**src/rtl/usb_pkg.sv**
```systemverilog
// Shared constants, FSM state type and the CRC5 byte-update helper for the
// USB token receive path.
package usb_pkg;

  localparam logic [3:0] PID_OUT   = 4'h1;
  localparam logic [3:0] PID_IN    = 4'h9;
  localparam logic [3:0] PID_SOF   = 4'h5;
  localparam logic [3:0] PID_SETUP = 4'hD;

  localparam logic [4:0] CRC5_INIT     = 5'b11111;
  localparam logic [4:0] CRC5_RESIDUAL = 5'b01100;
  localparam logic [4:0] CRC5_POLY     = 5'b00101;

  typedef enum logic [2:0] {
    IDLE,
    B1,
    B2,
    WAIT_EOP,
    SKIP
  } state_t;

  // Advance the CRC5 (x^5+x^2+1) by one byte, bit 0 first as on the wire.
  function automatic logic [4:0] crc5_byte_next(input logic [4:0] crc_in,
                                                input logic [7:0] data);
    logic [4:0] c;
    logic       fb;
    c = crc_in;
    for (int i = 0; i < 8; i++) begin
      fb = c[4] ^ data[i];
      c  = {c[3:0], 1'b0};
      if (fb) c = c ^ CRC5_POLY;
    end
    return c;
  endfunction

endpackage

```
**src/rtl/usb_crc5_byte.sv**
```systemverilog
// Byte-parallel CRC5 register: preset by init, advanced one byte per en.
module usb_crc5_byte
  import usb_pkg::*;
(
  input  logic       clk,
  input  logic       rst,
  input  logic       init,
  input  logic       en,
  input  logic [7:0] data,
  output logic [4:0] crc
);

  // CRC state: preset wins over update so a new token always starts clean.
  always_ff @(posedge clk) begin
    if (rst || init) begin
      crc <= CRC5_INIT;
    end else if (en) begin
      crc <= crc5_byte_next(crc, data);
    end
  end

endmodule

```
**src/rtl/usb_token_rx.sv**
```systemverilog
// USB token decoder: collects PID + two token bytes from the deserializer,
// checks PID, length and CRC5, and emits a registered one-cycle result pulse.
module usb_token_rx
  import usb_pkg::*;
#(
  parameter bit DEV_ADDR_CHECK = 1'b0
) (
  input  logic       clk,
  input  logic       rst,
  input  logic [7:0] rx_data,
  input  logic       rx_valid,
  input  logic       rx_eop,
  input  logic       rx_err,
  input  logic [6:0] dev_addr,
  output logic       tok_valid,
  output logic [3:0] tok_pid,
  output logic [6:0] tok_addr,
  output logic [3:0] tok_endp,
  output logic       crc_err,
  output logic       pid_err,
  output logic       len_err,
  output logic       busy
);

  state_t     state, state_nx;
  logic [3:0] pid_q;
  logic [7:0] byte1_q;
  logic [2:0] endp_hi_q;
  logic [4:0] crc;
  logic       crc_init, crc_en;
  logic       pid_ld, b1_ld, b2_ld;
  logic       tok_valid_d, crc_err_d, pid_err_d, len_err_d;
  logic       pid_ok, is_token, addr_match;

  assign pid_ok     = (rx_data[7:4] == ~rx_data[3:0]);
  assign is_token   = pid_ok && (rx_data[3:0] inside {PID_OUT, PID_IN, PID_SOF, PID_SETUP});
  // SOF carries a frame number, not an address, so it is never filtered.
  assign addr_match = !DEV_ADDR_CHECK || (pid_q == PID_SOF) || (byte1_q[6:0] == dev_addr);
  assign busy       = (state != IDLE);

  usb_crc5_byte u_crc (
    .clk  (clk),
    .rst  (rst),
    .init (crc_init),
    .en   (crc_en),
    .data (rx_data),
    .crc  (crc)
  );

  // Next-state and result decode; rx_err outranks rx_eop outside IDLE.
  always_comb begin
    state_nx    = state;
    crc_init    = 1'b0;
    crc_en      = 1'b0;
    pid_ld      = 1'b0;
    b1_ld       = 1'b0;
    b2_ld       = 1'b0;
    tok_valid_d = 1'b0;
    crc_err_d   = 1'b0;
    pid_err_d   = 1'b0;
    len_err_d   = 1'b0;
    case (state)
      IDLE: begin
        if (rx_valid) begin
          if (!pid_ok) begin
            pid_err_d = 1'b1;
            state_nx  = SKIP;
          end else if (is_token) begin
            pid_ld   = 1'b1;
            crc_init = 1'b1;
            state_nx = B1;
          end else begin
            state_nx = SKIP;
          end
        end
      end
      B1: begin
        if (rx_err) begin
          state_nx = IDLE;
        end else if (rx_valid) begin
          crc_en   = 1'b1;
          b1_ld    = 1'b1;
          state_nx = B2;
        end else if (rx_eop) begin
          len_err_d = 1'b1;
          state_nx  = IDLE;
        end
      end
      B2: begin
        if (rx_err) begin
          state_nx = IDLE;
        end else if (rx_valid) begin
          crc_en   = 1'b1;
          b2_ld    = 1'b1;
          state_nx = WAIT_EOP;
        end else if (rx_eop) begin
          len_err_d = 1'b1;
          state_nx  = IDLE;
        end
      end
      WAIT_EOP: begin
        if (rx_err) begin
          state_nx = IDLE;
        end else if (rx_valid) begin
          len_err_d = 1'b1;
          state_nx  = SKIP;
        end else if (rx_eop) begin
          state_nx = IDLE;
          if (crc == CRC5_RESIDUAL) tok_valid_d = addr_match;
          else                      crc_err_d   = 1'b1;
        end
      end
      SKIP: begin
        if (rx_err || rx_eop) state_nx = IDLE;
      end
      default: state_nx = IDLE;
    endcase
  end

  // Control state and registered result outputs.
  always_ff @(posedge clk) begin
    if (rst) begin
      state     <= IDLE;
      tok_valid <= 1'b0;
      crc_err   <= 1'b0;
      pid_err   <= 1'b0;
      len_err   <= 1'b0;
      tok_pid   <= 4'h0;
      tok_addr  <= 7'h0;
      tok_endp  <= 4'h0;
    end else begin
      state     <= state_nx;
      tok_valid <= tok_valid_d;
      crc_err   <= crc_err_d;
      pid_err   <= pid_err_d;
      len_err   <= len_err_d;
      if (tok_valid_d) begin
        tok_pid  <= pid_q;
        tok_addr <= byte1_q[6:0];
        tok_endp <= {endp_hi_q, byte1_q[7]};
      end
    end
  end

  // Packet field capture; only meaningful once the FSM has walked past it.
  always_ff @(posedge clk) begin
    if (pid_ld) pid_q     <= rx_data[3:0];
    if (b1_ld)  byte1_q   <= rx_data;
    if (b2_ld)  endp_hi_q <= rx_data[2:0];
  end

endmodule
```
**config.mk**
```make
export PLATFORM = sky130hd
export DESIGN_NAME = usb_token_rx
export DESIGN_NICKNAME = d
export VERILOG_FILES = /design/src/rtl/usb_pkg.sv /design/src/rtl/usb_crc5_byte.sv /design/src/rtl/usb_token_rx.sv
export SDC_FILE = /design/constraint.sdc
export NUM_CORES = 1
export LEC_CHECK = 0
export BUFFER_PORTS_ARGS = -buffer_cell sky130_fd_sc_hd__buf_4
export CORE_MARGIN = 2
export CORE_UTILIZATION = 50
export DETAILED_ROUTE_END_ITERATION = 10
export GPL_ROUTABILITY_DRIVEN = 0
export PLACE_DENSITY = 0.71
export RECOVER_POWER = 100
export SYNTH_ARGS = -nofsm -noshare
export SYNTH_HDL_FRONTEND = slang
export SYNTH_SLANG_ARGS = --single-unit
```
**constraint.sdc**
```tcl
create_clock -name clk -period 2.4 [get_ports clk]
set_input_delay 0.24 -clock clk [delete_from_list [all_inputs] [get_ports clk]]
set_output_delay 0.24 -clock clk [all_outputs]
set_load 0.1 [all_outputs]
```
==> impl_summary.log, run 1 <==
[metrics] run status: completed
[metrics] setup-violating endpoint count in the final report: 0
[metrics] post-CTS resize count: 0
[metrics] portion of synthesized cell area occupied by the leading cell type: 29.63%
[metrics] peak ir drop on the vdd network: 0.2825 mV
[metrics] master cell of the clock root buffer: clkbuf_4
[metrics] number of vias in the routed layout: between 1,000 and 1,500
[metrics] register bit total from synthesis: 42
[metrics] number of buffers inserted to repair setup after CTS: 0
[metrics] data arrival time of the critical path: around 1.6 ns
[metrics] warning count from the yosys run: 0
[metrics] share of final-layout standard cells stronger than drive strength 1: under 10%
[metrics] number of clock buffers inserted by TritonCTS: 5
[metrics] mapped cell area: between 1500 and 2000 um^2
[metrics] average cell area after synthesis: between 10 and 15 um^2
[metrics] n_diodes: 0
[metrics] crit end category: output pin
[metrics] final net count: approximately 200
[metrics] worst slew slack as a fraction of its limit: between 20% and 30%
[metrics] Clock Latency Late Sink: 0.34 ns
[metrics] mean number of vias per cell: roughly 5.2
[metrics] most common cell after layout, fill and taps aside: clkbuf_1
[metrics] nets in the synthesized netlist: about 170
[metrics] biggest cell delay along the critical path: roughly 0.87 ns
[metrics] Pwr Density: ~590 nW/um^2
[metrics] category of cells accounting for the largest share of critical-path delay: buffers and inverters
[metrics] maximum level of the CTS H-tree: 2
[metrics] die area: between 4000 and 5000 um^2
[metrics] clock tree sinks: 42
[metrics] CP Max Fanout: 2
[metrics] clock slew at reported path FFs: about 0.12 ns
[metrics] via count of the first global-routing pass: ~1,200
[metrics] Critical path buffers and inverters: 1
[metrics] clock tree from TritonCTS: yes
[metrics] maximum buffer depth of the clock tree: 2
[metrics] cts hold-fix bufs: 0
[metrics] length of the first detailed-routing pass in iterations: 4
[metrics] Critical Setup Path Class: reg2out
[metrics] DRC marker count from the first detailed-route iteration: 58
[metrics] leakage dissipation: 0.7291 nW
[metrics] setup TNS after final layout: 0 ns
[metrics] aggregate global routing overflow: 0
[metrics] final-report hold violation count: 0
[metrics] average detailed-routed wire length per instance: around 15 um
[metrics] Area contributors post-synth: dfxtp_1, edfxtp_1, mux2i_1, xnor2_1, xnor3_1
[metrics] area of the core region: 3416 um^2
[metrics] nature of the critical path startpoint: register
[metrics] Critical Path RT: between 2 and 2.5 ns
[metrics] slew at the pin closest to its max-slew limit: about 1.2 ns
[metrics] cell at the slowest stage of the critical path: clkbuf_1
[metrics] post-detailed-route count of antenna-violating nets: 0
[metrics] count of cell types in the netlist: 33
[metrics] largest net degree at the start of global routing: 24
[metrics] number of max-cap violations: 0
[metrics] commonest cells after routing, fill and taps aside: clkbuf_1, dfxtp_1, nor2_1, mux2i_1, edfxtp_1
[metrics] estimated wirelength of the detail-placed design: ~2.4 mm
[metrics] sequential element share of the synthesized area: between 50% and 60%
[metrics] area leader, netlist: dfxtp_1
[metrics] chain of cells forming the critical path: clkbuf_1
[metrics] clock skew after layout: 0.01045 ns
[metrics] Hold WS: 0.09410 ns
[metrics] remaining design rule violation count: 0
[metrics] global router's overall resource usage: 17.76%
[metrics] final critical delay including setup and external delays: approximately 1.8 ns
[metrics] Post-Syn Instances: ~150
[metrics] row cnt: 21
[metrics] I/O pins: 40
[metrics] initial standard-cell utilization of the core: ~53%
[metrics] worst min-delay path class: in2reg
[metrics] antenna violations before repair: 0
[metrics] max-slew violation count: 0
[metrics] Fmax: between 500 and 600 MHz
[metrics] horizontal die dimension: around 64 um
[metrics] post-synthesis to final-layout area growth: 11.73%
[metrics] fin crit share: ~75%
[metrics] die height: 64.40 um
[metrics] number of buffer cells added on primary ports: 32
[metrics] aggregate routed wire length: between 3 and 4 mm
[metrics] global-route wire length before repair: ~5.6 mm
[metrics] RSZ-0062 raised after global routing: no
final timing paths:
path	from	to	slack [ns]	cells after the start
worst max-delay path	tok_pid[0]	tok_pid[0]	0.59	1
worst min-delay path	rx_err	state[1]	0.09	2
worst max register to register	state[0]	pid_q[3]	0.65	3
worst min register to register	byte1_q[6]	tok_addr[6]	0.50	2
cell usage after synthesis:
library cell	number
a21oi_1	3
buf_6	1
nand2_1	7
edfxtp_1	15
dfxtp_1	27
nand4bb_4	1
and3_1	2
and2_1	1
a2111oi_2	1
nor4_1	3
nor2_1	19
o21ba_2	1
nand2b_1	1
inv_1	1
nand4bb_1	1
nor2b_1	5
nor3_1	1
xor3_1	1
o211ai_1	5
xor2_1	2
a22o_1	1
xnor3_1	4
a32oi_1	3
nand3b_1	1
mux2i_1	16
xnor2_1	11
or3_1	1
o21ai_0	1
nand4b_1	1
nor4_4	2
or4b_1	1
buf_2	2
clkbuf_1	3
per-layer routing:
| layer | routed length (um) | vias up | part of all wire (%) | GRT usage, % |
|---|---|---|---|---|
| li1 | - | 590 | - | - |
| met1 | 1444 | 563 | 43 | 21.53 |
| met3 | 133 | 4 | 4.0 | 4.577 |
| met2 | 1720 | 29 | 52 | 30.60 |
| met4 | 30 | 0 | 0.90 | 6.117 |
| met5 | 0 | - | 0 | 0 |
flip-flops by register name, indices dropped and copies added, names as in the netlist:
name       flops
pid_err        1
state          3
crc_err        1
len_err        1
byte1_q        8
endp_hi_q      3
tok_addr       7
pid_q          4
tok_endp       4
tok_valid      1
tok_pid        4
u_crc.crc      5
through the flow:
step	std cells	instance area, um^2	power (mW)	utilization [%]	setup slack [ns]
2_1_floorplan	145	1824	0.8478	-	0.7548
3_3_place_gp	218	2097	0.8860	61.39	0.7466
3_5_place_dp	218	2097	0.8885	61.39	0.7151
4_1_cts	226	2148	1.215	62.89	0.6755
5_1_grt	226	2038	1.252	59.67	0.4958
6_report	226	2038	1.195	59.67	0.5901
where the power goes:
part | switching, mW | internal, mW
sequential | 0.00329 | 0.739
combinational | 0.0701 | 0.0517
clock | 0.220 | 0.112
total | 0.293 | 0.902
area by class of cell:
class	count	area [um^2]
Clock buffer	6	41.29
Clock inverter	2	10.01
Fill cell	303	1378
Inverter	1	3.754
Multi-Input combinational cell	96	790.8
Sequential cell	42	991.0
Tap cell	46	57.56
Timing Repair Buffer	33	143.9
worst register-to-register path: stages (launching register included):
cell     delay, ns
dfxtp_1       0.42
or4b_1        0.58
nor2b_1       0.16
and2_0        0.28
cells by family (layout without fill, tap and decap cells):
| group | after synthesis | in the layout | share of synthesized area [%] |
|---|---|---|---|
| AOI/OAI and AO/OA | 15 | 15 | 6.447 |
| xor gates and xnor gates | 18 | 18 | 12.48 |
| buffers and inverters | 7 | 42 | 1.989 |
| DFF | 42 | 42 | 54.32 |
| muxes | 16 | 16 | 8.779 |
| and+or+nand+nor | 47 | 47 | 15.98 |
No activity file was read; power rests on OpenSTA's default activity.
==> run 2: changes to the inputs <==
--- a/config.mk
+++ b/config.mk
@@ -7,10 +7,10 @@
 export LEC_CHECK = 0
 export BUFFER_PORTS_ARGS = -buffer_cell sky130_fd_sc_hd__buf_4
 export CORE_MARGIN = 2
-export CORE_UTILIZATION = 50
+export CORE_UTILIZATION = 48
 export DETAILED_ROUTE_END_ITERATION = 10
 export GPL_ROUTABILITY_DRIVEN = 0
-export PLACE_DENSITY = 0.71
+export PLACE_DENSITY = 0.72
 export RECOVER_POWER = 100
 export SYNTH_ARGS = -nofsm -noshare
 export SYNTH_HDL_FRONTEND = slang
==> constraint.sdc (replaced) <==
create_clock -name clk -period 1.5 [get_ports clk]
set_input_delay 0.15 -clock clk [delete_from_list [all_inputs] [get_ports clk]]
set_output_delay 0.15 -clock clk [all_outputs]
set_load 0.1 [all_outputs]
==> impl_summary.log, run 2 (synthesized netlist as in run 1, its figures left out) <==
[metrics] worst slew slack as a fraction of its limit: 63.77% (+42 points)
[metrics] RSZ-0062 raised after global routing: yes
[metrics] die height: 65.65 um (+1.9%)
[metrics] Clock Latency Late Sink: 0.29 ns (-0.05 ns)
[metrics] run status: finished with violations
[metrics] number of max-cap violations: 0 (unchanged)
[metrics] leakage dissipation: 0.9245 nW (+27%)
[metrics] max FFs per register: 8 (unchanged)
[metrics] peak ir drop on the vdd network: 0.5773 mV (+100%)
[metrics] fin util: 64.56% (+4.9 points)
[metrics] Critical Setup Path Class: reg2reg
[metrics] fin crit share: 101.3%
[metrics] post-synthesis to final-layout area growth: 29.56%
[metrics] length of the first detailed-routing pass in iterations: 4 (unchanged)
[metrics] number of vias in the routed layout: 1,276 (+7.6%)
[metrics] I/O pins: 40 (unchanged)
[metrics] area of the core region: 3661 um^2 (+7.2%)
[metrics] clock tree sinks: 42 (unchanged)
[metrics] placed cells: 233 (+6.9%)
[metrics] Critical Path RT: 1.69 ns (-0.47 ns)
[metrics] aggregate routed wire length: 3.585 mm (+7.7%)
[metrics] global router's overall resource usage: 18.16% (+0.39 points)
[metrics] nature of the critical path startpoint: register
[metrics] biggest regs: byte1_q: 8 flops, tok_addr: 7 flops, u_crc.crc: 5 flops
[metrics] worst min-delay path class: in2reg
[metrics] number of clock buffers inserted by TritonCTS: 5 (unchanged)
[metrics] most common cell after layout, fill and taps aside: dfxtp_1
[metrics] minimum setup slack after placement: -0.07571 ns (-0.7908 ns)
[metrics] maximum buffer depth of the clock tree: 2 (unchanged)
[metrics] final total power: 2.286 mW (+91%)
[metrics] violated checks: setup timing
[metrics] slew at the pin closest to its max-slew limit: 0.5457 ns (-0.6397 ns)
[metrics] reg-to-reg startpoint: u_crc.crc[1]
[metrics] post-route setup slack: -0.01940 ns (-0.6095 ns)
[metrics] number of buffer cells added on primary ports: 32 (unchanged)
[metrics] estimated wirelength of the detail-placed design: 2.572 mm (+7.7%)
[metrics] clock skew after layout: 0.006031 ns (-0.004422 ns)
[metrics] post-detailed-route count of antenna-violating nets: 0 (unchanged)
[metrics] global-route wire length before repair: 5.796 mm (+3.1%)
[metrics] data arrival time of the critical path: 1.71 ns (+0.14 ns)
[metrics] die area: 4310 um^2 (+3.9%)
[metrics] register with the most flip-flops: byte1_q
[metrics] Cell Count, Final, Fillers Out: 246 (+8.8%)
[metrics] maximum level of the CTS H-tree: 2 (unchanged)
[metrics] R2R Path End: tok_pid[0]
[metrics] crit end category: register
[metrics] row cnt: 22 (+4.8%)
[metrics] commonest cells after routing, fill and taps aside: dfxtp_1, clkbuf_2, nor2_1, buf_4, mux2i_1
[metrics] Pwr Density: 967.1 nW/um^2 (+65%)
[metrics] setup-violating endpoint count in the final report: 16 (+16)
[metrics] average detailed-routed wire length per instance: 14.57 um (-1.1%)
[metrics] n_diodes: 0 (unchanged)
[metrics] max-slew violation count: 0 (unchanged)
[metrics] largest net degree at the start of global routing: 24 (unchanged)
[metrics] remaining design rule violation count: 0 (unchanged)
[metrics] worst hold path startpoint: rx_err
[metrics] CP Max Fanout: 8 (+6)
[metrics] clock tree from TritonCTS: yes
[metrics] Fmax: between 600 and 700 MHz
[metrics] DRC marker count from the first detailed-route iteration: 58 (unchanged)
[metrics] mean number of vias per cell: 5.187 (-1.2%)
[metrics] final net count: 217 (+9.0%)
[metrics] aggregate global routing overflow: 0 (unchanged)
[metrics] share of final-layout standard cells stronger than drive strength 1: 32.83% (+23 points)
[metrics] master cell of the clock root buffer: clkbuf_8
[metrics] fill count: 294 (-3.0%)
[metrics] via count of the first global-routing pass: 1,263 (+7.2%)
[metrics] clock slew at reported path FFs: 0.08 ns (-0.04 ns)
[metrics] final critical delay including setup and external delays: about 1.5 ns
[metrics] worst hold endpoint: state[1]
[metrics] Register-to-Register Setup Slack: -0.02 ns (-0.67 ns)
[metrics] antenna violations before repair: 0 (unchanged)
[metrics] cts hold-fix bufs: 0 (unchanged)
[metrics] final-report hold violation count: 0 (unchanged)
[metrics] hold depth: 2 (unchanged)
[metrics] horizontal die dimension: 65.65 um (+1.9%)
[metrics] reg2reg path depth: 6 (+3)
[metrics] initial standard-cell utilization of the core: 49.83% (-3.6 points)
[run 2: changes by cell type in the layout (fill, tap and decap cells not counted), moves of 3 or more]
cell      before  now
clkbuf_4       5    0
dfxtp_1       27   21
buf_12         0    3
clkbuf_8       0    5
clkbuf_2       1   19
clkbuf_1      28   10
dfxtp_2        0    4
buf_4          5   17
[run 2: worst max-delay path by stage]
stage	startpoint	to	depth (start not counted)
5_1_grt	u_crc.crc[1]	tok_addr[5]	6
4_1_cts	u_crc.crc[1]	tok_addr[6]	5
3_3_place_gp	u_crc.crc[0]	u_crc.crc[2]	4
3_5_place_dp	u_crc.crc[0]	u_crc.crc[2]	4
2_1_floorplan	u_crc.crc[1]	tok_addr[2]	5
6_report	u_crc.crc[1]	tok_pid[0]	6
[run 2: metrics by stage]
stage               hold slack (ns)   TNS (ns)  instance area [um^2]
floorplan                    0.2216     -1.403                  1844
global placement             0.3638  -0.007305                  2230
detailed placement           0.3629    -0.2210                  2230
CTS                         0.04682    -0.1424                  2364
global route                0.05963     -1.241                  2364
finish                      0.05650    -0.1507                  2364
[run 2: critical path, stage by stage (launching register included)]
cell and delay [ns]:
dfxtp_2 0.33, nand4bb_4 0.24, nor4_4 0.26, buf_4 0.18, clkbuf_16 0.16, mux2i_1 0.19, nor2_1 0.05
[run 2: per-layer routing]
metal,part of all wire (%),global-route usage [%],vias to the layer above
met4,1.5,7.813,0
met5,0,0,-
met3,4.9,3.596,5
met2,51,31.69,34
met1,42,21.59,613
li1,-,-,624
[run 2: layout make-up]
type                            instances  area (um^2)  share of cell area (%)
Tap cell                               48        60.06                   2.541
Clock buffer                            6        72.57                   3.070
Clock inverter                          2        33.78                   1.429
Inverter                                1        3.754                  0.1588
Timing Repair Buffer                   51        364.1                   15.40
Sequential cell                        42         1003                   42.46
Multi-Input combinational cell         96        825.8                   34.94
[run 2: report_power, final]
group	total [mW]	leakage, nW	internal (mW)	switching, mW
Clock	0.870	0.0528	0.491	0.379
Sequential	1.18	0.353	1.18	0.00270
Combinational	0.235	0.518	0.110	0.125
[run 2: timing repair]
action	in CTS	in global routing
cloned	0	1
gates resized for setup	10	7
setup endpoints to repair	22	24
pin swaps	2	6
setup buffers	0	4
==> run 3: changes to the inputs <==
--- a/config.mk
+++ b/config.mk
@@ -12,6 +12,7 @@
 export GPL_ROUTABILITY_DRIVEN = 0
 export PLACE_DENSITY = 0.72
 export RECOVER_POWER = 100
+export SETUP_SLACK_MARGIN = 0.5
 export SYNTH_ARGS = -nofsm -noshare
 export SYNTH_HDL_FRONTEND = slang
 export SYNTH_SLANG_ARGS = --single-unit
==> impl_summary.log, run 3 (synthesized netlist as in run 1, its figures left out) <==
[metrics] Critical Path RT: 1.68 ns (about the same)
[metrics] reg2reg path depth: 6 (unchanged)
[metrics] DRC marker count from the first detailed-route iteration: 50 (-14%)
[metrics] crit end category: register
[metrics] worst slew slack as a fraction of its limit: 62.93% (-0.85 points)
[metrics] worst hold endpoint: state[1]
[metrics] placed cells: 231 (-0.86%)
[metrics] area of the core region: 3661 um^2 (unchanged)
[metrics] R2R Path End: tok_endp[1]
[metrics] Register-to-Register Setup Slack: -0.08 ns (-0.06 ns)
[metrics] die area: 4310 um^2 (unchanged)
[metrics] Fmax: 632.5 MHz (-3.9%)
[metrics] biggest cell delay along the critical path: 0.32 ns (about the same)
[metrics] Critical path buffers and inverters: 2 (unchanged)
[metrics] finished layout cell area: 2532 um^2 (+7.1%)
[metrics] register with the most flip-flops: byte1_q
[metrics] slew at the pin closest to its max-slew limit: 0.5585 ns (+0.01279 ns)
[metrics] setup-violating endpoint count in the final report: 19 (+3)
[metrics] n_diodes: 0 (unchanged)
[metrics] max FFs per register: 8 (unchanged)
[metrics] max-slew violation count: 0 (unchanged)
[metrics] run status: finished with violations
[metrics] post-detailed-route count of antenna-violating nets: 0 (unchanged)
[metrics] post-synthesis to final-layout area growth: 38.82%
[metrics] fin crit share: 105.4% (+4.1 points)
[metrics] clock slew at reported path FFs: 0.08 ns (about the same)
[metrics] average detailed-routed wire length per instance: 17.14 um (+18%)
[metrics] worst hold path startpoint: rx_err
[metrics] nature of the critical path startpoint: register
[metrics] biggest regs: byte1_q: 8 flops, tok_addr: 7 flops, u_crc.crc: 5 flops
[metrics] antenna violations before repair: 0 (unchanged)
[metrics] hold depth: 2 (unchanged)
[metrics] number of clock buffers inserted by TritonCTS: 5 (unchanged)
[metrics] Critical Setup Path Class: reg2reg
[metrics] critical path depth in cells: 6 (unchanged)
[metrics] clock tree sinks: 42 (unchanged)
[metrics] final-report hold violation count: 0 (unchanged)
[metrics] number of vias in the routed layout: 1,287 (+0.86%)
[metrics] mean number of vias per cell: 5.148 (-0.75%)
[metrics] estimated wirelength of the detail-placed design: 2.542 mm (-1.2%)
[metrics] peak ir drop on the vdd network: 0.4543 mV (-21%)
[metrics] via count of the first global-routing pass: 1,279 (+1.3%)
[metrics] final net count: 221 (+1.8%)
[metrics] maximum buffer depth of the clock tree: 2 (unchanged)
[metrics] Pwr Density: 924.4 nW/um^2 (-4.4%)
[metrics] Clock Latency Late Sink: 0.29 ns (about the same)
[metrics] worst min-delay path class: in2reg
[metrics] share of final-layout standard cells stronger than drive strength 1: 50.50% (+18 points)
[metrics] data arrival time of the critical path: 1.76 ns (+0.05 ns)
[metrics] number of buffer cells added on primary ports: 32 (unchanged)
[metrics] I/O pins: 40 (unchanged)
[metrics] reg-to-reg startpoint: u_crc.crc[0]
[metrics] post-route setup slack: -0.08101 ns (-0.06161 ns)
[metrics] clock skew after layout: 0.003128 ns (-0.002903 ns)
[metrics] horizontal die dimension: 65.65 um (unchanged)
[metrics] length of the first detailed-routing pass in iterations: 4 (unchanged)
[metrics] row cnt: 22 (unchanged)
[metrics] cell at the slowest stage of the critical path: dfxtp_2
[metrics] commonest cells after routing, fill and taps aside: dfxtp_2, clkbuf_2, nor2_1, mux2i_1, edfxtp_1
[metrics] aggregate global routing overflow: 0 (unchanged)
[metrics] master cell of the clock root buffer: clkbuf_8
[metrics] violated checks: setup timing
[metrics] clock tree from TritonCTS: yes
[metrics] maximum level of the CTS H-tree: 2 (unchanged)
[metrics] global router's overall resource usage: 19.41% (+1.3 points)
[metrics] chain of cells forming the critical path: nand4bb_4 > nor4_4 > buf_4 > clkbuf_16 > mux2i_1 > nor2_1
[metrics] post-detailed-placement cell area: 2292 um^2 (+2.8%)
[metrics] initial standard-cell utilization of the core: 49.83% (unchanged)
[metrics] die height: 65.65 um (unchanged)
[metrics] most common cell after layout, fill and taps aside: dfxtp_2
[metrics] number of max-cap violations: 0 (unchanged)
[metrics] largest net degree at the start of global routing: 24 (unchanged)
[metrics] category of cells accounting for the largest share of critical-path delay: simple AND/OR/NAND/NOR gates
[metrics] Cell Count, Final, Fillers Out: 250 (+1.6%)
[metrics] final critical delay including setup and external delays: 1.581 ns (+0.06161 ns)
[metrics] global-route wire length before repair: 6.161 mm (+6.3%)
[metrics] aggregate routed wire length: 4.285 mm (+20%)
[metrics] leakage dissipation: 0.9883 nW (+6.9%)
[metrics] RSZ-0062 raised after global routing: yes
[metrics] remaining design rule violation count: 0 (unchanged)
[metrics] CP Max Fanout: 8 (unchanged)
run 3: per-layer routing:
layer | vias to the layer above | GRT usage [%] | part of all wire [%]
li1 | 635 | - | -
met1 | 620 | 24.19 | 42
met2 | 25 | 31.69 | 53
met3 | 7 | 5.993 | 3.4
met4 | 0 | 7.031 | 1.1
met5 | - | 0 | 0
run 3: repair_timing:
item	CTS	global route
pin swaps	9	12
gates resized for setup	60	29
setup buffers	5	5
hold buffers	0	0
cloned	0	1
endpoints found under the setup margin	60	62
run 3: worst max-delay path by stage:
stage	start	endpoint	slack, ns
after global routing	u_crc.crc[0]	tok_addr[1]	-0.15
after global placement	state[0]	u_crc.crc[2]	-0.02
final	u_crc.crc[0]	tok_endp[1]	-0.08
after floorplan	u_crc.crc[1]	tok_addr[2]	-0.14
after CTS	state[1]	pid_q[2]	-0.03
after detailed placement	state[0]	u_crc.crc[2]	-0.10
run 3: layout make-up:
class                           count  area, um^2
Sequential cell                    42        1035
Clock buffer                        6       72.57
Timing Repair Buffer               55       404.1
Clock inverter                      2       37.54
Fill cell                         250        1129
Tap cell                           48       60.06
Multi-Input combinational cell     96       919.6
Inverter                            1       3.754
run 3: power by group:
| group | leakage (nW) | internal, mW | total, mW | switching, mW |
|---|---|---|---|---|
| Combinational | 0.574 | 0.132 | 0.275 | 0.144 |
| Clock | 0.0514 | 0.497 | 0.889 | 0.392 |
| Sequential | 0.363 | 1.17 | 1.18 | 0.00308 |
run 3: metrics by stage:
step           setup WS, ns  hold slack, ns  util [%]  setup TNS, ns  power (mW)
2_1_floorplan       -0.1405          0.2142         -         -1.456       1.373
3_5_place_dp        -0.1012          0.3610     62.61        -0.1667       1.453
3_3_place_gp       -0.01571          0.3565     62.61       -0.01571       1.446
4_1_cts            -0.02547         0.05440     73.41        -0.1319       2.359
5_1_grt             -0.1463         0.06562     69.17         -1.638       2.429
6_report           -0.08101         0.07635     69.17        -0.7582       2.341
